===== src/rtl/pipe_skid_buffer.sv =====
// Elastic valid/ready pipeline register with one-beat skid storage.
// Breaks the combinational stall path: in_ready, out_valid and count are all flop outputs.
module pipe_skid_buffer #(
    parameter int WIDTH = 32
) (
    input  logic             clk,
    input  logic             rst_n,
    input  logic             flush,
    input  logic             in_valid,
    input  logic [WIDTH-1:0] in_data,
    output logic             in_ready,
    output logic             out_valid,
    output logic [WIDTH-1:0] out_data,
    input  logic             out_ready,
    output logic [1:0]       count
);

    typedef enum logic [1:0] {
        EMPTY = 2'd0,
        BUSY  = 2'd1,
        FULL  = 2'd2
    } state_t;

    state_t           state_q, state_d;
    logic [WIDTH-1:0] main_q,  main_d;
    logic [WIDTH-1:0] skid_q,  skid_d;
    logic             in_ready_q;
    logic             out_valid_q;

    always_comb begin
        state_d = state_q;
        main_d  = main_q;
        skid_d  = skid_q;
        if (flush) begin
            // Any beat handshaken this cycle is killed; data registers keep stale contents.
            state_d = EMPTY;
        end else begin
            case (state_q)
                EMPTY: begin
                    if (in_valid) begin
                        main_d  = in_data;
                        state_d = BUSY;
                    end
                end
                BUSY: begin
                    if (in_valid && out_ready) begin
                        main_d = in_data;
                    end else if (in_valid) begin
                        skid_d  = in_data;
                        state_d = FULL;
                    end else if (out_ready) begin
                        state_d = EMPTY;
                    end
                end
                FULL: begin
                    if (out_ready) begin
                        main_d  = skid_q;
                        state_d = BUSY;
                    end
                end
                default: state_d = EMPTY;
            endcase
        end
    end

    always_ff @(posedge clk) begin
        if (!rst_n) begin
            state_q     <= EMPTY;
            main_q      <= '0;
            skid_q      <= '0;
            in_ready_q  <= 1'b1;
            out_valid_q <= 1'b0;
        end else begin
            state_q     <= state_d;
            main_q      <= main_d;
            skid_q      <= skid_d;
            // Handshake flags are registered copies decoded from the next state.
            in_ready_q  <= (state_d != FULL);
            out_valid_q <= (state_d != EMPTY);
        end
    end

    assign in_ready  = in_ready_q;
    assign out_valid = out_valid_q;
    assign out_data  = main_q;
    assign count     = state_q;

endmodule


===== config.mk =====
export PLATFORM = sky130hd
export DESIGN_NAME = pipe_skid_buffer
export DESIGN_NICKNAME = d
export VERILOG_FILES = /design/src/rtl/pipe_skid_buffer.sv
export SDC_FILE = /design/constraint.sdc
export NUM_CORES = 1
export LEC_CHECK = 0
export ABC_AREA = 1
export CORE_ASPECT_RATIO = 0.9
export CORE_UTILIZATION = 49
export CTS_CLUSTER_SIZE = 24
export DETAILED_ROUTE_END_ITERATION = 8
export DONT_BUFFER_PORTS = 1
export GPL_ROUTABILITY_DRIVEN = 0
export HOLD_SLACK_MARGIN = 0.05
export SETUP_SLACK_MARGIN = 0.05
export SLEW_MARGIN = 0
export SYNTH_ARGS = -nofsm -noshare
export SYNTH_HDL_FRONTEND = slang
export SYNTH_SLANG_ARGS = --single-unit
export TNS_END_PERCENT = 100

===== constraint.sdc =====
create_clock -name clk -period 3 [get_ports clk]
set_input_delay 0.3 -clock clk [delete_from_list [all_inputs] [get_ports clk]]
set_output_delay 0.3 -clock clk [all_outputs]
set_load 0.02 [all_outputs]

==> run metrics <==
CP Max Fanout=18; CP required=roughly 3.3 ns; area delta synth->final=7.11%; H-tree Lvls=3; Netlist cell types=14; fin crit share=64.8%; Num CTS Buffers=9; Pre-Repair DR Iteration Count=4; post-route insts no fill=617; Setup Fix Bufs, Post-CTS=0; Die W=86.7 um; Synth Register Bits=68; relative slew slack=56.2%; Leak=0.00181 uW; nets@finish=approximately 560; mapped cell area=0.00317 sq mm; Slew Viols, Final=0; Clock transition at path regs=roughly 0.080 ns; DRC viols=0; Clock Tree Buf Depth=2; DR vias/cell=4.42; DP Cell Count=601; fin crit period=between 1.5 and 2 ns; Hold WC Path Type=input pin to register; largest net degree at the start of global routing=67; Rows=27; CTS root buf=clkbuf_8; cells after synthesis=approximately 540; clk_lat worst skew=0.34 ns; Worst VDD drop=0.000290 V; hold-fix buffers at CTS=0; RSZ-0062 raised after global routing=no; Critical Path AT=2.22 ns; setup violators final=0; final hold vios=0; clock sink count=68; Net Count, Synth=572; first-pass GRT wire length=approximately 11000 um; kind of critical path=register to register; initial antenna violation count=0; Synth Area per Inst=approximately 6 sq um; total track usage=20.0%; internal reg-to-reg setup slack=between 1 and 1.5 ns; dpl hpwl=3910 um; Max-Cap Viols=0; global route total overflow=0; DIE AREA=0.00679 sq mm; sequential element share of the synthesized area=43.0%; TritonCTS clock tree=done; wire per inst=roughly 10 um; PortBufs=0; Worst-Margin Slew=0.656 ns; power density cells=547 mW/mm^2; Antenna diodes=0; total negative slack=0 ns; via count=approximately 2700; type of origin of the critical path=register; Final ANT Viol Nets=0; Clock Skews=roughly 0.01 ns; status=finished, final reports clean; initial core utilization=51.2%; DRT iter0 DRCs=93; # resized after CTS=0; core area=0.00618 sq mm; max frequency=0.515 GHz; Detailed Route WL=6160 um; layout cells sized above 1=between 4 and 5%; CP Capture Type=register; Yosys warning count=0; vias in the first global route=about 2500; Die Height=78.3 um; I/O pin count=73
[flip-flops by register name (all words and copies together), names as in the netlist]
| name | flops |
|---|---|
| out_data | 32 |
| skid_q | 32 |
| count | 2 |
| in_ready | 1 |
| out_valid | 1 |
[worst max-delay path, stage by stage (launching register included)]
cell     delay (ns)
dfxtp_1        0.54
inv_2          0.11
nor2_2         0.52
buf_4          0.35
nand2_1        0.07
nand2_1        0.06
inv_1          0.03
nand2_1        0.05
nand2_1        0.04
nor2_1         0.09
[layer usage]
| layer | vias up | global-route usage (%) | share of wire (%) |
|---|---|---|---|
| met5 | - | 0 | 0 |
| met4 | 0 | 7.33 | 1.2 |
| met3 | 9 | 7.78 | 6.3 |
| met2 | 52 | 36.5 | 46 |
| met1 | 1162 | 20.6 | 46 |
| li1 | 1507 | - | - |
[synthesized netlist by cell type (all sizes together)]
cell	n	share of area, %
nor3	2	0.67
nand2	228	27
nand3	5	0.79
nor2	131	16
a21oi	1	0.16
buf	20	3.0
inv	72	8.5
clkbuf	5	0.59
dfxtp	68	43
o21ai	3	0.47
[power breakdown]
part	internal, uW	switching, uW
logic	58.9	80.1
registers	941	62.0
clock network	380	332
total	1380	474
[path summary, 6_finish.rpt]
| path | startpoint | endpoint | cells past startpoint |
|---|---|---|---|
| worst max-delay path | count[1] | out_data[28] | 9 |
| worst min-delay path | rst_n | out_data[6] | 2 |
| worst max register to register | count[1] | out_data[28] | 9 |
| worst min register to register | skid_q[21] | skid_q[21] | 2 |
[layout make-up]
type / count / area (sq um)
clock buffer: 11 / 131
clock inverter: 5 / 52.6
inverter: 72 / 270
timing repair buffer: 4 / 42.5
sequential: 68 / 1360
tap: 87 / 109
fill: 672 / 2790
multi-input combinational: 370 / 1420
[per-stage QoR]
| step | total power, uW | hold WS (ns) | cell area [sq um] | setup WS (ns) | util [%] |
|---|---|---|---|---|---|
| floorplan | 1150 | 0.442 | 3170 | 1.60 | - |
| global placement | 1160 | 0.427 | 3210 | 1.08 | 51.9 |
| detailed placement | 1170 | 0.426 | 3210 | 1.04 | 51.9 |
| CTS | 1880 | 0.0564 | 3390 | 1.03 | 54.8 |
| global route | 1960 | 0.0525 | 3390 | 0.831 | 54.8 |
| finish | 1850 | 0.0721 | 3390 | 1.06 | 54.8 |
[cell usage in the layout (no fill, tap or decap)]
| master | n |
|---|---|
| bufinv_16 | 1 |
| nand3_1 | 5 |
| nor3_4 | 1 |
| clkbuf_8 | 9 |
| a21oi_1 | 1 |
| clkinvlp_4 | 1 |
| nor2_1 | 129 |
| nor3_1 | 1 |
| inv_2 | 1 |
| dfxtp_1 | 68 |
| nor2_2 | 1 |
| nor2_4 | 1 |
| clkbuf_1 | 2 |
| nand2_1 | 228 |
| inv_1 | 71 |
| buf_12 | 1 |
| clkinv_2 | 3 |
| buf_4 | 3 |
| o21ai_0 | 3 |
[logic make-up after synthesis]
family,after synthesis,share of synthesized area [%]
flops,68,43.0
simple gates,366,44.3
compound gates,4,0.632
buf+inv,97,12.1
Power figures use the tool's default switching activity.
